### src/rtl/apb_master_bridge.sv
// Turns one valid/ready command into a single APB3 transfer and returns the result on a valid/ready response.
// Latency: zero-wait slave gives rsp_valid 4 cycles after accept; cmd_ready stays low until the response is taken.
module apb_master_bridge #(
  parameter int ADDR_W         = 32,
  parameter int DATA_W         = 32,
  parameter int TIMEOUT_CYCLES = 16
) (
  input  logic              PCLK,
  input  logic              PRESETn,
  input  logic              cmd_valid,
  output logic              cmd_ready,
  input  logic              cmd_write,
  input  logic [ADDR_W-1:0] cmd_addr,
  input  logic [DATA_W-1:0] cmd_wdata,
  output logic              rsp_valid,
  input  logic              rsp_ready,
  output logic [DATA_W-1:0] rsp_rdata,
  output logic              rsp_err,
  output logic              rsp_timeout,
  output logic              busy,
  output logic [ADDR_W-1:0] PADDR,
  output logic              PSEL,
  output logic              PENABLE,
  output logic              PWRITE,
  output logic [DATA_W-1:0] PWDATA,
  input  logic [DATA_W-1:0] PRDATA,
  input  logic              PREADY,
  input  logic              PSLVERR
);

  localparam int CNT_W = $clog2(TIMEOUT_CYCLES + 1);

  typedef enum logic [1:0] {IDLE, SETUP, ACCESS, RESP} state_t;

  state_t           state;
  logic [CNT_W-1:0] wait_cnt;

  always_ff @(posedge PCLK or negedge PRESETn) begin
    if (!PRESETn) begin
      state       <= IDLE;
      wait_cnt    <= '0;
      cmd_ready   <= 1'b0;
      rsp_valid   <= 1'b0;
      rsp_rdata   <= '0;
      rsp_err     <= 1'b0;
      rsp_timeout <= 1'b0;
      busy        <= 1'b0;
      PADDR       <= '0;
      PSEL        <= 1'b0;
      PENABLE     <= 1'b0;
      PWRITE      <= 1'b0;
      PWDATA      <= '0;
    end else begin
      case (state)
        IDLE: begin
          cmd_ready <= 1'b1;
          if (cmd_valid && cmd_ready) begin
            cmd_ready <= 1'b0;
            busy      <= 1'b1;
            if (cmd_addr[1:0] != 2'b00) begin
              // Misaligned: answer locally, the bus (and its held PADDR/PWRITE) is left untouched.
              state       <= RESP;
              rsp_valid   <= 1'b1;
              rsp_err     <= 1'b1;
              rsp_timeout <= 1'b0;
              rsp_rdata   <= '0;
            end else begin
              state  <= SETUP;
              PSEL   <= 1'b1;
              PADDR  <= cmd_addr;
              PWRITE <= cmd_write;
              PWDATA <= cmd_wdata;
            end
          end
        end

        SETUP: begin
          PENABLE <= 1'b1;
          state   <= ACCESS;
        end

        ACCESS: begin
          if (PREADY) begin
            // PREADY takes priority over an expiring counter in the same cycle.
            state       <= RESP;
            PSEL        <= 1'b0;
            PENABLE     <= 1'b0;
            rsp_valid   <= 1'b1;
            rsp_err     <= PSLVERR;
            rsp_timeout <= 1'b0;
            rsp_rdata   <= (!PWRITE && !PSLVERR) ? PRDATA : '0;
          end else begin
            wait_cnt <= wait_cnt + 1'b1;
            if (wait_cnt == CNT_W'(TIMEOUT_CYCLES - 1)) begin
              state       <= RESP;
              PSEL        <= 1'b0;
              PENABLE     <= 1'b0;
              rsp_valid   <= 1'b1;
              rsp_err     <= 1'b1;
              rsp_timeout <= 1'b1;
              rsp_rdata   <= '0;
            end
          end
        end

        RESP: begin
          if (rsp_ready) begin
            state     <= IDLE;
            rsp_valid <= 1'b0;
            wait_cnt  <= '0;
            busy      <= 1'b0;
            cmd_ready <= 1'b1;
          end
        end

        default: state <= IDLE;
      endcase
    end
  end

endmodule

### config.mk
export PLATFORM = sky130hd
export DESIGN_NAME = apb_master_bridge
export DESIGN_NICKNAME = d
export VERILOG_FILES = /design/src/rtl/apb_master_bridge.sv
export SDC_FILE = /design/constraint.sdc
export NUM_CORES = 1
export LEC_CHECK = 0
export BUFFER_PORTS_ARGS = -buffer_cell sky130_fd_sc_hd__buf_4
export CAP_MARGIN = 10
export CORE_ASPECT_RATIO = 1.2
export CORE_UTILIZATION = 51
export DETAILED_ROUTE_END_ITERATION = 8
export PLACE_DENSITY = 0.85
export SYNTH_ARGS = -nofsm -noshare
export SYNTH_HDL_FRONTEND = slang
export SYNTH_SLANG_ARGS = --single-unit
### constraint.sdc
create_clock -name PCLK -period 3.7 [get_ports PCLK]
set_clock_uncertainty 0.2 [all_clocks]
set_input_delay 0.555 -clock PCLK [delete_from_list [all_inputs] [get_ports PCLK]]
set_output_delay 0.555 -clock PCLK [all_outputs]
set_load 0.005 [all_outputs]
==> results of run 1 <==
-- worst register-to-register path, stage by stage (launching register included) --
cell and delay [ns]:
dfrtp_1 0.39, inv_1 0.10, ha_1 0.32, nor3b_4 0.37, and3_4 0.79, mux2_2 0.48
-- Yosys cell counts (all sizes together), types with 2 or more instances --
cell type,count,area (um2)
a21oi,2,10.0
a22o,3,26.3
a31oi,2,12.5
and3,2,17.5
buf,13,150
clkbuf,5,18.8
dfrtp,111,2780
ha,5,62.6
inv,38,143
mux2,64,721
mux2i,34,340
nand2,36,135
nand3,2,10.0
nor2,2,7.51
nor2b,3,18.8
nor3b,2,31.3
o21ai,12,60.1
o21bai,2,15.0
-- cells by family (layout without fill, tap and decap cells) --
logic type	count (synthesis)	after routing	share of synthesized area [%]
AOI/OAI and AO/OA	31	31	4.40
adders and majority gates	5	5	1.33
buffers and inverters	56	265	6.64
DFF	111	111	59.2
muxes	98	98	22.6
and+or+nand+nor	54	54	5.76
-- sequential cells by signal (all words and copies together), names as in the netlist --
| name | count |
|---|---|
| PADDR | 32 |
| PWDATA | 32 |
| rsp_rdata | 32 |
| wait_cnt | 5 |
| state | 2 |
| PENABLE | 1 |
| PSEL | 1 |
| PWRITE | 1 |
| busy | 1 |
| cmd_ready | 1 |
| rsp_err | 1 |
| rsp_timeout | 1 |
| rsp_valid | 1 |
-- layout make-up --
| class | count | area (um2) | share of cell area, % |
|---|---|---|---|
| flip-flops and latches | 111 | 2780 | 42.8 |
| clock buffers | 11 | 141 | 2.18 |
| well taps | 117 | 146 | 2.25 |
| inverters | 38 | 143 | 2.20 |
| repair buffers | 211 | 1580 | 24.4 |
| clock inverters | 5 | 81.3 | 1.25 |
| multi-input cells | 188 | 1620 | 25.0 |
-- routing by layer --
| layer | share of wire, % | global-route usage [%] |
|---|---|---|
| met3 | 8.8 | 7.47 |
| met2 | 48 | 37.1 |
| met5 | 0 | 0 |
| met1 | 40 | 28.5 |
| met4 | 2.8 | 9.41 |
-- metrics by stage --
step / area (um2) / hold WS (ns) / total power, W
6_report: 6490 / 0.109 / 0.00449
5_1_grt: 6490 / 0.180 / 0.00479
4_1_cts: 6490 / 0.142 / 0.00453
3_5_place_dp: 6270 / 0.287 / 0.00373
3_3_place_gp: 6270 / 0.270 / 0.00365
2_1_floorplan: 4690 / 0.0594 / 0.00283
-- power groups by stage --
stage               Sequential [W]  Combinational, W  Clock [W]
CTS                        0.00190           0.00181   0.000815
global route               0.00196           0.00197   0.000866
global placement           0.00190           0.00175          0
finish                     0.00190           0.00179   0.000798
detailed placement         0.00192           0.00180          0
floorplan                  0.00192          0.000910          0
-- worst paths after layout --
| path | startpoint | slack, ns | to | cells past startpoint |
|---|---|---|---|---|
| worst max register to register | state[0] | 0.95 | PWDATA[29] | 5 |
| worst max-delay path | state[0] | 0.95 | PWDATA[29] | 5 |
| max in group asynchronous | PRESETn | 2.35 | PWDATA[29] | 2 |
| worst min register to register | PADDR[17] | 0.30 | PADDR[17] | 1 |
| worst min-delay path | PRESETn | 0.11 | PADDR[10] | 1 |
| min in group PCLK | cmd_wdata[24] | 0.21 | PWDATA[24] | 2 |
==> results.md, run 1 <==
- Clock Latency Late Sink: 0.36 ns
- # DRC: 0
- Cell Int Power: 0.00310 W
- CP peak stage delay: between 0.7 and 0.8 ns
- Drt wl/cell: 15.9 um
- Nets: between 600 and 700
- First-pass GRT wire length: 16700 um
- Hold buffer count at cts: 0
- Postcts setup bufs: 0
- Post-Syn Instances: 355
- Ys flop type: dfrtp_1
- Pre-antenna DRT Iters: 4
- CP startpoint kind: register
- Synth-to-Final Area Change: 38.5%
- Routed vias: 3394
- CP delay by family, top: simple AND/OR/NAND/NOR gates
- Root buffer cell: clkbuf_8
- Final Hold Fails: 0
- GR Overflow Total: 0
- Net Sw Frac: 31.0%
- Critical-path maximum fanout: between 60 and 70
- Die width: 89.5 um
- Syn Nets: about 460
- Port Buffer Count: approximately 210
- Post-synth EDFFs: 0
- Post-DRT Antenna Nets: 0
- Crit path capture type: register
- RSZ-0062 raised after global routing: no
- Fin. max-slew vios: 0
- 1st-iter DRT viols: 63
- Measured slew at the worst slew-check pin: between 0.9 and 1 ns
- CTS tree: yes
- Die area: 9580 um2
- Register bit count reported by yosys: 111
- Rows: 37
- Initial antenna violation count: 0
- Final std cells w/o fill: 681
- Clock power share: 17.8%
- CP max stage cell: and3_4
- Final GP Congestion: roughly 0.85
- Status: finished clean
- Core area: 8750 um2
- Syn Std Cell Area: 4690 um2
- Logic pwr share: 39.9%
- NetSw: about 0.0014 W
- Hold crit path type: input port to asynchronous set/reset pin
- Post-cts gate resize count: 0
- Yosys cell types: 42
- Drt total wl: 10800 um
- CP Data Arrival Time: 2.81 ns
- Warnings from Yosys: 0
- Setup TNS: 0 ns
- Share of layout cells above drive strength 1: 51.2%
- Fmax: roughly 360 MHz
- H-Tree Depth: 3
- Most frequent cells in the layout: 211 x buf_4, 111 x dfrtp_1, 57 x mux2_2
- Max Cap Viol: 0
- Sink count of the clock tree: 111
- Vias in the first global route: around 3500
- CP bufs+invs: 1
- Async S/R FF share, synth: 100%
- Total instance count after detailed placement: 665
- PnR worst setup slack: 0.948 ns
- HPWL after detailed placement: 7880 um
- IO Count: a little over 200
- Fillers: 596
- Reg clk slew, reported paths: 0.11 ns
- Tcrit/Tclk final: around three quarters
- Peak supply drop: 0.000350 V
- Avg Cell Area, Syn: 13.2 um2
- Worst EP required: 3.75 ns
- LEAKAGE: 3.28 nW
- GR Util All Layers: between 20% and 30%
- Cell Pwr Density: around 700 nW/um2
- Pin count of the biggest net entering global routing: 76
- Antenna diode count: 0
- Post-synthesis sequential area ratio: around three fifths
- Critical path class: register to register
- Via/cell ratio: 4.98
- Critical-path cell list: inv_1 -> ha_1 -> nor3b_4 -> and3_4 -> mux2_2
- Chip Height: 107 um
- Initial Utilization: 53.6%
- Sequential power share: 42.3%
- Min Tclk post-route: around 2.8 ns
- Most common cell after layout, fill and taps aside: buf_4
- CTS Buffer Depth: 2
- Post-Place Setup Slack: 1.01 ns
- Max-slew headroom: 37.2%
- Final core occ: 74.2%
- Num CTS Buffers: 9
- Final setup viols: 0
Note: power is estimated with default switching activity, not from simulation.
==> inputs of run 2 (changes only) <==
--- a/config.mk
+++ b/config.mk
@@ -5,12 +5,13 @@
 export SDC_FILE = /design/constraint.sdc
 export NUM_CORES = 1
 export LEC_CHECK = 0
+export ABC_AREA = 1
 export BUFFER_PORTS_ARGS = -buffer_cell sky130_fd_sc_hd__buf_4
 export CAP_MARGIN = 10
 export CORE_ASPECT_RATIO = 1.2
-export CORE_UTILIZATION = 51
+export CORE_UTILIZATION = 48
 export DETAILED_ROUTE_END_ITERATION = 8
-export PLACE_DENSITY = 0.85
+export PLACE_DENSITY = 0.8
 export SYNTH_ARGS = -nofsm -noshare
 export SYNTH_HDL_FRONTEND = slang
 export SYNTH_SLANG_ARGS = --single-unit
==> constraint.sdc (replaced) <==
create_clock -name PCLK -period 2.75 [get_ports PCLK]
set_clock_uncertainty 0.2 [all_clocks]
set_input_delay 0.4125 -clock PCLK [delete_from_list [all_inputs] [get_ports PCLK]]
set_output_delay 0.4125 -clock PCLK [all_outputs]
set_load 0.005 [all_outputs]
==> run 2 against run 1 <==
Effect of this change:
- sequential share of layout area fell by 1.8 points
- flip-flop and latch count did not move
- first-iteration DRC count rose to 3.3 times the previous value
- synthesized cell count rose by 64%
- via count rose by 27%
- register-to-register slack got worse by 0.72 ns
- non-clock buffer count rose by 3
- maximum frequency rose by 9.1%
- synthesized area rose by 3.3%
- core utilization fell by 4.0 points
- combinational power rose by 40%
==> results.md, run 2 <==
- Status: finished clean
- Total instance count after detailed placement: 891 (+34%)
- Worst Hold Depth: 3
- GR Overflow Total: 0 (unchanged)
- Yosys cell types: 24 (-43%)
- Worst R2R Path Depth: 11 (+6)
- GR Util All Layers: 23.3% (+0.21 points)
- Register area: 2780 um2 (unchanged)
- Reg clk slew, reported paths: 0.07 ns (-0.04 ns)
- Chip Height: 112 um (+4.7%)
- Max Cap Viol: 0 (unchanged)
- Rows: 39 (+5.4%)
- Warnings from Yosys: 0 (unchanged)
- Sink count of the clock tree: 111 (unchanged)
- Syn Nets: 690 (+49%)
- Min Tclk post-route: 2.52 ns (-0.228 ns)
- Fmax: 396 MHz (+9.1%)
- RSZ-0062 raised after global routing: no
- IO Count: 207 (unchanged)
- Final Hold Fails: 0 (unchanged)
- Port Buffer Count: 206 (unchanged)
- Root buffer cell: clkbuf_16
- Cell Pwr Density: 932 nW/um2 (+35%)
- Die area: 10500 um2 (+9.6%)
- Synth cell count leaders: 161 x nand2_1, 111 x dfrtp_1, 111 x inv_1
- # DRC: 0 (unchanged)
- Die width: 93.7 um (+4.7%)
- Synth area leaders: dfrtp_1 57%, nand2_1 12%, inv_1 8.6%
- Synth-to-Final Area Change: 40.1%
- Most common cell after layout, fill and taps aside: buf_4
- Core area: 9660 um2 (+10%)
- Via/cell ratio: 4.74 (-4.8%)
- Clock Latency Late Sink: 0.33 ns (-0.03 ns)
- Share of layout cells above drive strength 1: 30.2% (-21 points)
- Final std cells w/o fill: 907 (+33%)
- Vias in the first global route: 4352 (+26%)
- Worst EP required: 2.82 ns (-0.93 ns)
- Ys flop type: dfrtp_1
- Peak supply drop: 0.000460 V (+31%)
- Nets: 888 (+33%)
- Post-synthesis sequential area ratio: 57.3% (-1.9 points)
- Setup TNS: 0 ns (unchanged)
- Final GP Congestion: 0.841 (-1.5%)
- Fillers: 762 (+28%)
- Most frequent cells in the layout: 211 x buf_4, 161 x nand2_1, 111 x dfrtp_1, 111 x inv_1, 72 x o21ai_0
- Post-DRT Antenna Nets: 0 (unchanged)
- 1st-iter DRT viols: 207 (+230%)
- First-pass GRT wire length: 19400 um (+16%)
- Drt wl/cell: 12.7 um (-20%)
- CTS tree: yes
- Largest regs: PADDR: 32 flops, PWDATA: 32 flops, rsp_rdata: 32 flops
- Pre-antenna DRT Iters: 4 (unchanged)
- Async S/R FF share, synth: 100% (unchanged)
- Multi-input combinational cell area: 1510 um2 (-6.6%)
- Critical Path Source: wait_cnt[0]
- Fin. max-slew vios: 0 (unchanged)
- Initial antenna violation count: 0 (unchanged)
- Count leader, synth: nand2_1
- Share of the synthesized area in the top cell type: 57.3% (-1.9 points)
- Pin count of the biggest net entering global routing: 129 (+70%)
- Routed vias: 4303 (+27%)
- CP startpoint kind: register
- H-Tree Depth: 3 (unchanged)
- HPWL after detailed placement: 8610 um (+9.3%)
- Syn Std Cell Area: 4840 um2 (+3.3%)
- Post-Syn Instances: 582 (+64%)
- Initial Utilization: 50.1% (-3.5 points)
- Hold crit path type: input port to register
- Avg Cell Area, Syn: 8.32 um2 (-37%)
- Final core occ: 70.2% (-4.0 points)
- CTS Buffer Depth: 2 (unchanged)
- Antenna diode count: 0 (unchanged)
- Worst flop-to-flop path startpoint: wait_cnt[0]
- Post-synth EDFFs: 0 (unchanged)
- Max-slew headroom: 56.8% (+20 points)
- Critical path class: register to register
- Tcrit/Tclk final: 91.8% (+17 points)
- Measured slew at the worst slew-check pin: 0.648 ns (-0.294 ns)
- Register bit count reported by yosys: 111 (unchanged)
- Postcts setup bufs: 0 (unchanged)
- Num CTS Buffers: 9 (unchanged)
- Drt total wl: 11500 um (+6.7%)
- Critical-path maximum fanout: 35 (-46%)
- LEAKAGE: 4.03 nW (+23%)
- Crit path capture type: register
- Hold Crit Start: cmd_addr[14]
- Largest area contributor in the netlist: dfrtp_1
- Final setup viols: 0 (unchanged)
- CP Data Arrival Time: 2.60 ns (-0.21 ns)
[run 2: changes by cell type after synthesis, moves of 4 or more]
cell / delta
mux2_1: -7
o21ai_0: +60
buf_8: -4
mux2i_1: -34
inv_1: +73
nor2_1: +35
nand3_1: +39
nand2_1: +125
mux2_2: -57
buf_2: +10
[run 2: repair_timing]
item	CTS	global route
hold buffers	1	0
setup endpoints to repair	0	4
hold endpoints to repair	45	0
gates resized for setup	0	2
[run 2: stage by stage]
step / hold WS (ns) / cell area (um2) / total power (W) / setup WS [ns]
after floorplan: -0.0831 / 4840 / 0.00384 / 0.963
after global placement: 0.253 / 6480 / 0.00500 / 0.397
after detailed placement: 0.254 / 6480 / 0.00512 / 0.248
after CTS: 0.105 / 6780 / 0.00637 / 0.215
after global routing: 0.119 / 6790 / 0.00680 / 0.0217
final: 0.117 / 6790 / 0.00632 / 0.226
[run 2: power by group]
group,internal [W],switching [W],leakage (nW),total [W]
logic,0.00120,0.00131,2.44,0.00250
clock network,0.000681,0.000540,0.140,0.00122
registers,0.00223,0.000370,1.45,0.00260
total,0.00410,0.00222,4.03,0.00632
[run 2: final cells by class]
class | count | area share [%]
Timing Repair Buffer | 214 | 24.1
Tap cell | 123 | 2.27
Inverter | 112 | 6.21
Clock inverter | 3 | 0.258
Multi-Input combinational cell | 332 | 22.3
Clock buffer | 12 | 3.93
Sequential cell | 111 | 40.9
[run 2: routing by layer]
metal	GRT usage [%]	up-vias	wire length [um]
li1	-	2143	-
met1	28.3	1962	4720
met2	39.4	182	5530
met3	6.98	16	1100
met4	7.69	0	179
met5	0	-	0
[run 2: cell families (layout without fill, tap and decap cells)]
kind of cell | count (synthesis) | after routing | share of synthesized area, %
compound gates | 79 | 79 | 8.55
buf+inv | 139 | 341 | 11.9
simple gates | 248 | 248 | 21.0
flops | 111 | 111 | 57.3
fa+ha+maj | 5 | 5 | 1.29
[run 2: path summary, 6_finish.rpt]
| path | to | slack (ns) |
|---|---|---|
| max | rsp_rdata[7] | 0.23 |
| min | PADDR[14] | 0.12 |
| max reg2reg | rsp_rdata[7] | 0.23 |
| min reg2reg | PADDR[1] | 0.27 |
| max in group asynchronous | PWDATA[29] | 1.18 |
| min in group asynchronous | rsp_rdata[8] | 0.44 |
[run 2: critical path, cell delays in order, from the launching register on]
cell	delay [ns]
dfrtp_1	0.42
ha_1	0.23
nand2_1	0.10
nor2_1	0.05
ha_1	0.17
nor2_1	0.09
nand2_1	0.09
nand2_1	0.12
clkinv_2	0.42
nand2_8	0.38
nand2_1	0.11
nand2_1	0.08
==> inputs of run 3 (changes only) <==
--- a/config.mk
+++ b/config.mk
@@ -5,11 +5,10 @@
 export SDC_FILE = /design/constraint.sdc
 export NUM_CORES = 1
 export LEC_CHECK = 0
-export ABC_AREA = 1
 export BUFFER_PORTS_ARGS = -buffer_cell sky130_fd_sc_hd__buf_4
 export CAP_MARGIN = 10
 export CORE_ASPECT_RATIO = 1.2
-export CORE_UTILIZATION = 48
+export CORE_UTILIZATION = 47
 export DETAILED_ROUTE_END_ITERATION = 8
 export PLACE_DENSITY = 0.8
 export SYNTH_ARGS = -nofsm -noshare
==> run 3 against run 2 <==
Effect of this change:
- register-to-register slack better by 0.095 ns
- highest routed layer unchanged
- clock power decreased by 3%
- global-route usage is 1.1 points lower
==> results.md, run 3 (synthesis gave the netlist of run 1 again) <==
- Fmax: 412 MHz (+3.9%)
- Worst Hold Depth: 2 (-1)
- Worst EP required: 2.77 ns (-0.05 ns)
- Status: finished clean
- Die width: 93.2 um (-0.56%)
- GR Util All Layers: 22.2% (-1.1 points)
- PnR worst setup slack: 0.322 ns (+0.0954 ns)
- Setup TNS: 0 ns (unchanged)
- Synth-to-Final Area Change: 41.1%
- R2R Path End: PWDATA[7]
- Num CTS Buffers: 9 (unchanged)
- Final setup viols: 0 (unchanged)
- Pre-antenna DRT Iters: 4 (unchanged)
- Peak supply drop: 0.000465 V (+1.2%)
- Worst flop-to-flop path startpoint: state[0]
- HPWL after detailed placement: 8530 um (-0.96%)
- Drt total wl: 11200 um (-2.5%)
- Fin. max-slew vios: 0 (unchanged)
- Max Cap Viol: 0 (unchanged)
- Min Tclk post-route: 2.43 ns (-0.0954 ns)
- Most common cell after layout, fill and taps aside: buf_4
- Initial Utilization: 48.8% (-1.4 points)
- Most frequent cells in the layout: 209 x buf_4, 111 x dfrtp_1, 57 x mux2_2
- Sink count of the clock tree: 111 (unchanged)
- Hold crit path type: input port to register
- CTS Buffer Depth: 2 (unchanged)
- Max-slew headroom: 63.8% (+7.0 points)
- Final core occ: 68.8% (-1.4 points)
- Critical path class: register to register
- Initial antenna violation count: 0 (unchanged)
- Die area: 10400 um2 (-1.1%)
- Tcrit/Tclk final: 88.3% (-3.5 points)
- First-pass GRT wire length: 17700 um (-8.6%)
- Measured slew at the worst slew-check pin: 0.543 ns (-0.105 ns)
- Reg clk slew, reported paths: 0.07 ns (about the same)
- Final GP Congestion: 0.820 (-2.6%)
- H-Tree Depth: 3 (unchanged)
- Drt wl/cell: 16.3 um (+28%)
- Post-Place Setup Slack: 0.327 ns (+0.0791 ns)
- Hold endpoint: PADDR[20]
- 1st-iter DRT viols: 86 (-58%)
- Pin count of the biggest net entering global routing: 52 (-60%)
- CP startpoint kind: register
- Port Buffer Count: 206 (unchanged)
- GR Overflow Total: 0 (unchanged)
- Hold buffer count at cts: 1 (unchanged)
- Final Hold Fails: 0 (unchanged)
- Root buffer cell: clkbuf_16
- Worst R2R Path Depth: 6 (-5)
- Total power draw: 0.00622 W (-1.6%)
- Largest regs: PADDR: 32 flops, PWDATA: 32 flops, rsp_rdata: 32 flops
- Hold Crit Start: cmd_addr[20]
- LEAKAGE: 3.32 nW (-18%)
- Nets: 670 (-25%)
- Critical-path maximum fanout: 27 (-23%)
- # DRC: 0 (unchanged)
- CTS tree: yes
- Post-cts gate resize count: 0 (unchanged)
- CP Data Arrival Time: 2.45 ns (-0.15 ns)
- Routed vias: 3400 (-21%)
- Chip Height: 111 um (-0.56%)
- Via/cell ratio: 4.93 (+4.0%)
- Worst R2R Setup Slack: 0.32 ns (+0.10 ns)
- Core area: 9610 um2 (-0.51%)
- Rows: 39 (unchanged)
- Antenna diode count: 0 (unchanged)
- Crit path capture type: register
- IO Count: 207 (unchanged)
- Post-DRT Antenna Nets: 0 (unchanged)
- Min Hold Slack: 0.0854 ns (-0.0315 ns)
- RSZ-0062 raised after global routing: no
- Cell Pwr Density: 940 nW/um2 (+0.91%)
- Postcts setup bufs: 0 (unchanged)
- Vias in the first global route: 3451 (-21%)
- Clock Latency Late Sink: 0.34 ns (about the same)
- Share of layout cells above drive strength 1: 51.2% (+21 points)
## run 3: changes by cell type in the layout (fill, tap and decap cells not counted), sizes merged, moves of 37 or more
cell / previous run / this run
mux2: 0 / 64
o21ai: 75 / 12
nand2: 163 / 36
nand3: 41 / 2
nor2: 39 / 2
inv: 111 / 39
## run 3: stage by stage
step,std cells,area (um2)
floorplan,355,4690
global placement,673,6340
detailed placement,673,6340
CTS,689,6620
global route,689,6620
finish,689,6620
## run 3: how the worst max path moves through the flow
| stage | start | endpoint | slack, ns | cells after the start |
|---|---|---|---|---|
| after floorplan | state[0] | PWDATA[23] | 0.65 | 7 |
| after global routing | state[1] | PADDR[8] | 0.21 | 6 |
| final | state[0] | PWDATA[7] | 0.32 | 6 |
| after CTS | state[0] | PADDR[18] | 0.32 | 6 |
| after detailed placement | state[1] | PWDATA[7] | 0.33 | 6 |
| after global placement | state[0] | PWDATA[3] | 0.42 | 6 |
## run 3: routing by layer
metal | part of all wire, % | global-route usage (%) | wire length [um] | up-vias
met1 | 41 | 26.6 | 4640 | 1644
met3 | 6.0 | 4.71 | 679 | 15
li1 | - | - | - | 1606
met5 | 0 | 0 | 0 | -
met4 | 1.9 | 8.21 | 212 | 0
met2 | 51 | 38.9 | 5710 | 135
## run 3: critical path: stages (launching register included)
cell and delay, ns:
dfrtp_1 0.39, inv_1 0.10, ha_1 0.28, nor3b_4 0.34
and3_4 0.40, buf_12 0.23, mux2_2 0.36
## run 3: area by class of cell
cell class | instances | area (um2)
Clock buffer | 10 | 229
Clock inverter | 5 | 33.8
Fill cell | 701 | 3000
Inverter | 38 | 143
Multi-Input combinational cell | 188 | 1620
Sequential cell | 111 | 2780
Tap cell | 123 | 154
Timing Repair Buffer | 214 | 1660
## run 3: where the power goes
group / internal, W / switching (W) / leakage (nW)
Clock: 0.000610 / 0.000570 / 0.125
Sequential: 0.00221 / 0.000357 / 1.45
Combinational: 0.00146 / 0.00101 / 1.75
Total: 0.00428 / 0.00194 / 3.32
